==> src/rtl/alarm_pkg.sv <==
// ============================================================================
// Module      : alarm_pkg
// Description : Shared state encoding, BCD time type and default timings
//               for the alarm sequencer.
// Revision    : 1.0 - initial release
// ============================================================================
`default_nettype none

package alarm_pkg;

  typedef enum logic [1:0] {
    IDLE   = 2'd0,
    RING   = 2'd1,
    SNOOZE = 2'd2
  } alarm_state_t;

  typedef struct packed {
    logic [1:0] h1;
    logic [3:0] h0;
    logic [3:0] m1;
    logic [3:0] m0;
  } bcd_time_t;

  localparam int c_snooze_sec_default       = 300;
  localparam int c_ring_timeout_sec_default = 60;

endpackage

`default_nettype wire

==> src/rtl/alarm_slot_match.sv <==
// ============================================================================
// Module      : alarm_slot_match
// Description : One programmable alarm slot (time + armed flag) and its
//               minute-boundary comparator.
// Revision    : 1.0 - initial release
// ============================================================================
`default_nettype none

module alarm_slot_match
  import alarm_pkg::*;
(
  input  logic       clk_1s,
  input  logic       reset,
  input  logic       wr_en,
  input  bcd_time_t  wr_time,
  input  logic       wr_arm,
  input  bcd_time_t  cur_time,
  input  logic [3:0] cur_s1,
  input  logic [3:0] cur_s0,
  output logic       match
);

  bcd_time_t r_time;
  logic      r_armed;

  always_ff @(posedge clk_1s or posedge reset) begin
    if (reset) begin
      r_time  <= '0;
      r_armed <= 1'b0;
    end else if (wr_en) begin
      r_time  <= wr_time;
      r_armed <= wr_arm;
    end
  end

  // Only the :00 second fires, so a slot matches at most once per minute.
  assign match = r_armed && (r_time == cur_time) &&
                 (cur_s1 == 4'd0) && (cur_s0 == 4'd0);

endmodule

`default_nettype wire

==> src/rtl/alarm_sequencer.sv <==
// ============================================================================
// Module      : alarm_sequencer
// Description : Multi-slot alarm controller: slot storage, lowest-index
//               arbitration and ring/snooze/stop/timeout sequencing.
//               Optional macro ALARM_MISSED_CNT_EN adds the missed_cnt output.
// Revision    : 1.0 - initial release
// ============================================================================
`default_nettype none

module alarm_sequencer
  import alarm_pkg::*;
#(
  parameter int NUM_SLOTS        = 4,
  parameter int SNOOZE_SEC       = c_snooze_sec_default,
  parameter int RING_TIMEOUT_SEC = c_ring_timeout_sec_default,
  parameter int MAX_SNOOZE       = 3
) (
  input  logic       clk_1s,
  input  logic       reset,
  input  logic [1:0] cur_h1,
  input  logic [3:0] cur_h0,
  input  logic [3:0] cur_m1,
  input  logic [3:0] cur_m0,
  input  logic [3:0] cur_s1,
  input  logic [3:0] cur_s0,
  input  logic       wr_en,
  input  logic [2:0] wr_slot,
  input  logic [1:0] wr_h1,
  input  logic [3:0] wr_h0,
  input  logic [3:0] wr_m1,
  input  logic [3:0] wr_m0,
  input  logic       wr_arm,
  input  logic       al_on,
  input  logic       stop_al,
  input  logic       snooze_req,
  output logic       alarm,
  output logic [2:0] active_slot,
  output logic [1:0] state,
  output logic [9:0] snooze_left
`ifdef ALARM_MISSED_CNT_EN
  ,
  output logic [7:0] missed_cnt
`endif
);

  bcd_time_t            w_cur_time;
  bcd_time_t            w_wr_time;
  logic                 w_wr_ok;
  logic [NUM_SLOTS-1:0] w_match;
  logic                 w_any_match;
  logic [2:0]           w_winner;
  logic                 w_snooze_ok;
  logic                 w_ring_expired;

  alarm_state_t r_state, w_state_nx;
  logic [2:0]   r_active_slot, w_active_nx;
  logic [9:0]   r_snooze_left, w_left_nx;
  logic [2:0]   r_snooze_cnt, w_cnt_nx;
  logic [7:0]   r_ring_timer, w_timer_nx;

  assign w_cur_time = '{h1: cur_h1, h0: cur_h0, m1: cur_m1, m0: cur_m0};
  assign w_wr_time  = '{h1: wr_h1, h0: wr_h0, m1: wr_m1, m0: wr_m0};
  assign w_wr_ok    = wr_en && ({1'b0, wr_slot} < 4'(NUM_SLOTS));

  for (genvar g = 0; g < NUM_SLOTS; g++) begin : g_slot
    alarm_slot_match u_slot (
      .clk_1s   (clk_1s),
      .reset    (reset),
      .wr_en    (w_wr_ok && (wr_slot == 3'(g))),
      .wr_time  (w_wr_time),
      .wr_arm   (wr_arm),
      .cur_time (w_cur_time),
      .cur_s1   (cur_s1),
      .cur_s0   (cur_s0),
      .match    (w_match[g])
    );
  end

  // Scan downwards so the lowest matching index is the last one written.
  always_comb begin
    w_winner = 3'd0;
    for (int i = NUM_SLOTS - 1; i >= 0; i--) begin
      if (w_match[i]) w_winner = 3'(i);
    end
  end

  assign w_any_match    = |w_match;
  assign w_snooze_ok    = snooze_req && (r_snooze_cnt < 3'(MAX_SNOOZE));
  assign w_ring_expired = (r_ring_timer == 8'(RING_TIMEOUT_SEC - 1));

  always_comb begin
    w_state_nx  = r_state;
    w_active_nx = r_active_slot;
    w_left_nx   = r_snooze_left;
    w_cnt_nx    = r_snooze_cnt;
    w_timer_nx  = r_ring_timer;
    if (!al_on) begin
      w_state_nx = IDLE;
      w_left_nx  = 10'd0;
    end else begin
      case (r_state)
        IDLE: begin
          if (w_any_match) begin
            w_state_nx  = RING;
            w_active_nx = w_winner;
            w_cnt_nx    = 3'd0;
            w_timer_nx  = 8'd0;
          end
        end
        RING: begin
          w_timer_nx = r_ring_timer + 8'd1;
          if (stop_al) begin
            w_state_nx = IDLE;
          end else if (w_snooze_ok) begin
            w_state_nx = SNOOZE;
            w_left_nx  = 10'(SNOOZE_SEC);
            w_cnt_nx   = r_snooze_cnt + 3'd1;
          end else if (w_ring_expired) begin
            w_state_nx = IDLE;
          end
        end
        SNOOZE: begin
          if (stop_al) begin
            w_state_nx = IDLE;
            w_left_nx  = 10'd0;
          end else if (r_snooze_left == 10'd1) begin
            w_state_nx = RING;
            w_timer_nx = 8'd0;
            w_left_nx  = 10'd0;
          end else begin
            w_left_nx = r_snooze_left - 10'd1;
          end
        end
        default: begin
          w_state_nx = IDLE;
          w_left_nx  = 10'd0;
        end
      endcase
    end
  end

  always_ff @(posedge clk_1s or posedge reset) begin
    if (reset) begin
      r_state       <= IDLE;
      r_active_slot <= 3'd0;
      r_snooze_left <= 10'd0;
      r_snooze_cnt  <= 3'd0;
      r_ring_timer  <= 8'd0;
    end else begin
      r_state       <= w_state_nx;
      r_active_slot <= w_active_nx;
      r_snooze_left <= w_left_nx;
      r_snooze_cnt  <= w_cnt_nx;
      r_ring_timer  <= w_timer_nx;
    end
  end

  assign alarm       = (r_state == RING);
  assign state       = r_state;
  assign active_slot = r_active_slot;
  assign snooze_left = r_snooze_left;

`ifdef ALARM_MISSED_CNT_EN
  logic       w_timeout;
  logic       w_drop;
  logic [8:0] w_missed_sum;
  logic [7:0] r_missed_cnt;

  // A timeout and a dropped match on the same tick count as two misses.
  assign w_timeout    = al_on && (r_state == RING) && !stop_al && !w_snooze_ok && w_ring_expired;
  assign w_drop       = al_on && (r_state != IDLE) && w_any_match;
  assign w_missed_sum = {1'b0, r_missed_cnt} + 9'(w_timeout) + 9'(w_drop);

  always_ff @(posedge clk_1s or posedge reset) begin
    if (reset) begin
      r_missed_cnt <= 8'd0;
    end else if (stop_al) begin
      r_missed_cnt <= 8'd0;
    end else if (w_missed_sum > 9'd255) begin
      r_missed_cnt <= 8'd255;
    end else begin
      r_missed_cnt <= w_missed_sum[7:0];
    end
  end

  assign missed_cnt = r_missed_cnt;
`endif

endmodule

`default_nettype wire

==> config.mk <==
export PLATFORM = sky130hd
export DESIGN_NAME = alarm_sequencer
export DESIGN_NICKNAME = d
export VERILOG_FILES = /design/src/rtl/alarm_pkg.sv /design/src/rtl/alarm_slot_match.sv /design/src/rtl/alarm_sequencer.sv
export SDC_FILE = /design/constraint.sdc
export NUM_CORES = 1
export LEC_CHECK = 0
export BUFFER_PORTS_ARGS = -buffer_cell sky130_fd_sc_hd__buf_2
export CORE_UTILIZATION = 45
export CTS_CLUSTER_SIZE = 16
export DETAILED_ROUTE_END_ITERATION = 8
export SYNTH_ARGS = -nofsm -noshare
export SYNTH_HDL_FRONTEND = slang
export SYNTH_SLANG_ARGS = --single-unit
==> constraint.sdc <==
create_clock -name clk_1s -period 4 [get_ports clk_1s]
set_input_delay 0.6 -clock clk_1s [delete_from_list [all_inputs] [get_ports clk_1s]]
set_output_delay 0.6 -clock clk_1s [all_outputs]
set_load 0.005 [all_outputs]
Word-level counts from Yosys, hierarchy flattened
Index checks and enable logic that the tools add are counted.
{"block": "word_totals", "word_cells": 108, "register_bits": 86, "output_inout_bits": 16, "inputBits": 46}
{"block": "classes", "muxes": 26, "magnitude_cmp": 2, "n_reduce_logical": 30, "add_sub_neg": 3, "eq_ne": 22}
{"cell": "$eq A14 B14 Y1", "count": 4}
{"cell": "$mux W10", "count": 5}
{"cell": "$pmux W10 S3", "count": 1}
{"cell": "$mux W8", "count": 3}
{"cell": "$pmux W8 S3", "count": 1}
{"cell": "$logic_and A1 B1 Y1", "count": 18}
{"cell": "$mux W3", "count": 6}
{"cell": "$mux W2", "count": 8}
{"cell": "$eq A10 B1 Y1 const B", "count": 1}
{"cell": "$ne A2 B2 Y1 const B", "count": 5}
{"cell": "$reduce_and A5 Y1", "count": 2}
{"cell": "$sub A10 B1 Y10 const B", "count": 1}
{"cell": "$reduce_and A3 Y1", "count": 3}
{"cell": "$add A8 B1 Y8 const B", "count": 1}
{"cell": "$eq A8 B6 Y1 const B", "count": 1}
{"cell": "$logic_not A4 Y1", "count": 2}
{"cell": "$eq A3 B2 Y1 const B", "count": 2}
{"cell": "$ne A3 B3 Y1 const B", "count": 2}
{"cell": "$pmux W2 S3", "count": 1}
{"cell": "$pmux W3 S2", "count": 1}
{"cell": "$ne A5 B3 Y1 const B", "count": 1}
{"cell": "$ne A4 B4 Y1 const B", "count": 1}
{"cell": "$reduce_or A4 Y1", "count": 1}
{"cell": "$add A3 B1 Y3 const B", "count": 1}
{"cell": "other kinds (11)", "count": 11}

Logic depth before layout (Yosys ltp)
{"block": "depth", "ltp_word": 8, "mapped_depth": 9, "depth_no_buf": 8}

Hierarchy
Synthesis repeated with hierarchy kept, for this count alone.
{"block": "hier_totals", "hier_cells": 414, "area_unflattened_um2": 4827.1}
{"mod": "alarm_slot_match", "seq_area_each_um2": 375.4, "cells_per_inst": 55, "instances": 4, "area_per_inst_um2": 758.2}
{"mod": "alarm_sequencer", "seq_area_each_um2": 625.6, "cells_per_inst": 194, "instances": 1, "area_per_inst_um2": 1794.2}

Worst setup path before layout
No wires, ideal clock.
{"block": "synth_timing", "path_kind": "input-to-reg", "start": "input cur_m1[3]", "end": "register r_state[1] (netlist: state[1])", "required_ns": 3.875, "path_stages": 7, "setup_time_ns": 0.125, "n_path_buf": 1, "slack_ns": 1.807, "t_arrival_ns": 2.068, "cell_sequence": "buf_6 xnor2_1 nand4_1 nor4_4 o41a_2 o21ai_2 mux2_4"}
{"block": "synth_via", "elab_chain_cells": 7, "elab_cells_between_ends": 19, "cone_classes": "eq/ne: 5; reduce/logical: 14"}
{"element": "from (decl)", "line": "alarm_sequencer.sv:22", "source": "input logic [3:0] cur_m1,"}
{"element": "$eq A14 B14 Y1", "line": "alarm_slot_match.sv:37", "source": "assign match = r_armed && (r_time == cur_time) &&"}
{"element": "$logic_and A1 B1 Y1 (2 in a row)", "line": "alarm_slot_match.sv:37"}
{"element": "$logic_and A1 B1 Y1", "line": "alarm_slot_match.sv:38", "source": "(cur_s1 == 4'd0) && (cur_s0 == 4'd0);"}
{"element": "$reduce_or A4 Y1 (*)", "line": "alarm_sequencer.sv:87", "source": "assign w_any_match = |w_match;"}
{"element": "$ne A3 B3 Y1 (no source line) (*)"}
{"element": "$reduce_and A3 Y1 (no source line) (*)"}
{"element": "to (signal assigned)", "line": "alarm_sequencer.sv:150", "source": "r_state <= w_state_nx;"}
{"element": "to (decl)", "line": "alarm_sequencer.sv:55", "source": "alarm_state_t r_state, w_state_nx;"}
Every way passes the cells marked *; elsewhere a longest branch is shown, timed or not.
A chain may end at the register's enable or synchronous reset.

Worst setup path in the final report
{"block": "layout_timing", "start": "register r_state[1] (netlist: state[1])", "end": "register r_snooze_left[7] (netlist: snooze_left[7])"}
{"block": "layout_via", "elab_chain_cells": 3, "elab_cells_between_ends": 9, "cone_classes": "eq/ne: 5; mux: 2; reduce/logical: 2"}
{"element": "$eq A2 B1 Y1, or another cell as far along", "line": "alarm_sequencer.sv:101", "source": "case (r_state)"}
{"element": "$ne A3 B2 Y1 (no source line), or another cell as far along"}
{"element": "$reduce_and A3 Y1 (no source line) or $mux W10 (tied branches)"}
{"element": "to (signal assigned)", "line": "alarm_sequencer.sv:152", "source": "r_snooze_left <= w_left_nx;"}
{"element": "to (decl)", "line": "alarm_sequencer.sv:57", "source": "logic [9:0] r_snooze_left, w_left_nx;"}
Parallel ways exist; a longest one is shown, timed or not.

==> flow_summary.yaml <==
synthesis:
  syn_nets: 448
  yosys.area_share.simple: 0.1240
  ys_ff_latch: 85
  synth_top_area_frac: 0.4392
  netlist_instances: 393
  synth_area_per_cell_sq_um: 12.32
  yosys_warnings: 0
  yosys-top-cells-area: "dfrtp_1, mux2_2, xnor2_1"
  synth-xor-area-share: 0.1237
  netlist_area_sq_um: 4843
  synth_edf_count: 0
  yosysUniqueCellTypes: 60
  synth_compound_area_frac: 0.08008
  synth_fa_ha_area_frac: 0.02325
  synth_top_family_by_area: "multiplexers"
  synthArstFlopShare: 1.000
  synth.most_common_cell: "dfrtp_1"
  synthFlopType: "dfrtp_1"
  synth.area.mux_share: 0.1540
  yosysSeqAreaShare: 0.4392
  synth_top_cells_by_count: "dfrtp_1, mux2_2, xnor2_1"
  yosys.area.top_type: "dfrtp_1"
route:
  vias: 3098
  wl_met3_um: 271
  met2_length_mm: 4.460
  firstDrtPassIters: 4
  drt-total-wl_mm: 9.914
  viasPerCell: 5.305
  drt_iter0_drc: 157
  wl_per_cell_um: 16.98
  wl_met1_mm: 5.065
  ant_nets: 0
  highest_layer: "met4"
  drc: 0
grt:
  grt_pass1_vias: 3182
  grt_max_degree: 48
  antenna_found_initial: 0
  overflow: 0
  grt_usage: 0.1958
  grt_pass1_wl_mm: 16.69
clocking:
  ctsHtreeMaxLevel: 3
  cts_tree: "built"
  ctsResizeCount: 0
  clock-sinks: 85
  post_cts_buffers: 0
  cts_hold_buffers: 0
  insertion_delay_ns: 0.36
  cts-root-buf: "clkbuf_8"
  cts.clk_slew.worst_paths_ns: 0.08
  clk_path_buf_depth: 2
  cts_buffers: 9
power_and_ir_drop:
  power.switching_uw: 849.4
  total_power_uw: 2528
  power_frac_clock: 0.210
  pwr-share-seq: 0.469
  p_leak_uw: 0.002351
  p_int_uw: 1679
  max-vdd-ir-drop_v: 0.0002281
  power_density_nw_per_um2: 474.1
  sw_frac_of_total: 0.3360
  comb_power_share: 0.321
critical_path:
  cp_top_family: "compound AO/OA/AOI/OAI gates"
  crit_buf_inv: 2
  cp-start-kind: "flip-flop"
  crit_path_max_incr_delay_ns: 0.55
  cp_max_fo: 17
  cpMostUsedCell: "inv_1"
  cp-end-kind: "flip-flop"
  r2r_setup_slack_ns: 1.48
  crit_arrival_ns: 2.75
  critPathRequiredTime_ns: 4.24
  crit_chain: "inv_1 > ha_1 > inv_1 > a41o_1 > a21boi_1 > nor4_1 > xnor2_1 > nor2_1"
  cp_slowest_cell: "ha_1"
  crit_type: "flip-flop to flip-flop"
timing:
  worst_pin_slew_ns: 0.9708
  fin_tns_setup_ns: 0
  slew_headroom: 0.3494
  rsz0062_at_grt: "no"
  hold_violations: 0
  period_share: 0.6288
  layout_setup_ws_ns: 1.485
  max_freq_mhz: 397.6
  slew_viol_final: 0
  setup_viol: 0
  period_needed_ns: 2.515
  hold_slack_ns: 0.3164
  skew_ns: 0.007875
die:
  die_h_um: 105.7
  die_area_sq_um: 11180
  rows: 37
  io_pins: 62
  core_area_sq_um: 10370
  start_util: 0.4671
  die_x_um: 105.7
cells_and_area:
  multi_input_area_sq_um: 2489
  antenna_cells: 0
  layout.cells.non_filler: 584
  syn_to_final_growth_pct: 10.10
  regArea_sq_um: 2127
  fill_cells: 971
  drive_above_1_share: 0.3951
  final_net_count: 499
placement:
  port_buffers: 60
  place_ws_ns: 1.498
  place_inst: 569
  place_congestion: 0.7677
  dp_hpwl_mm: 7.283
flow_run:
  max_cap_viol_count: 0
outcome:
  outcome: "finished clean"
hold_path:
  holdCritPathClass: "input pin to asynchronous set/reset pin"
stage by stage:
step           area, sq um  utilization
4_1_cts               5333       0.5142
5_1_grt               5333       0.5142
3_5_place_dp          5174       0.4989
3_3_place_gp          5174       0.4989
2_1_floorplan         4843            -
6_report              5333       0.5142
layer usage:
layer | vias up | global-route usage
met2 | 43 | 0.2899
met3 | 8 | 0.03525
met1 | 1549 | 0.2884
met4 | 0 | 0.06250
met5 | - | 0
li1 | 1498 | -
power groups by stage:
| stage | Sequential (uW) | Clock, uW | Combinational (uW) |
|---|---|---|---|
| floorplan | 1170 | 0 | 642 |
| global placement | 1190 | 0 | 805 |
| detailed placement | 1200 | 0 | 817 |
| CTS | 1190 | 551 | 820 |
| global route | 1210 | 590 | 896 |
| finish | 1190 | 532 | 811 |
layout make-up:
| type | instances | area share |
|---|---|---|
| Multi-Input combinational cell | 269 | 0.4667 |
| Sequential cell | 85 | 0.3989 |
| Timing Repair Buffer | 64 | 0.06194 |
| Tap cell | 136 | 0.03191 |
| Clock buffer | 13 | 0.02792 |
| Inverter | 15 | 0.01079 |
| Clock inverter | 2 | 0.001877 |
cells by family (layout without fill, tap and decap cells):
logic type | after synthesis | in the layout
DFF | 85 | 85
buffers and inverters | 39 | 94
muxes | 66 | 66
and+or+nand+nor | 87 | 87
xor gates and xnor gates | 59 | 59
AOI/OAI and AO/OA | 47 | 47
adders and majority gates | 9 | 9
other | 1 | 1
sequential cells by signal, summed over array words and instances, names as in the netlist:
| signal | flops |
|---|---|
| r_snooze_cnt | 3 |
| r_ring_timer | 8 |
| g_slot.u_slot.r_time | 56 |
| state | 2 |
| snooze_left | 10 |
| g_slot.u_slot.r_armed | 4 |
| active_slot | 2 |
cells in the final DEF, fill, tap and decap left out, types with 5 or more instances in the layout:
| cell type | n |
|---|---|
| dfrtp_1 | 85 |
| mux2_2 | 60 |
| buf_2 | 60 |
| xnor2_1 | 47 |
| nand2_1 | 15 |
| inv_1 | 13 |
| xnor2_2 | 11 |
| nor2_1 | 11 |
| nand4_1 | 10 |
| clkbuf_8 | 10 |
| o21ai_0 | 9 |
| ha_1 | 9 |
| nand3_1 | 8 |
| o211ai_1 | 7 |
| nor4_1 | 5 |
| a32o_1 | 5 |
path summary, 6_finish.rpt:
check	start	endpoint	cells after the start
worst max-delay path	state[1]	snooze_left[7]	8
worst min-delay path	reset	snooze_left[1]	2
worst max register to register	state[1]	snooze_left[7]	8
worst min register to register	snooze_left[9]	snooze_left[9]	1
max in group asynchronous	reset	g_slot[2].u_slot.r_time[11]	3
min in group clk_1s	snooze_left[9]	snooze_left[9]	1
Power figures use the tool's default switching activity.
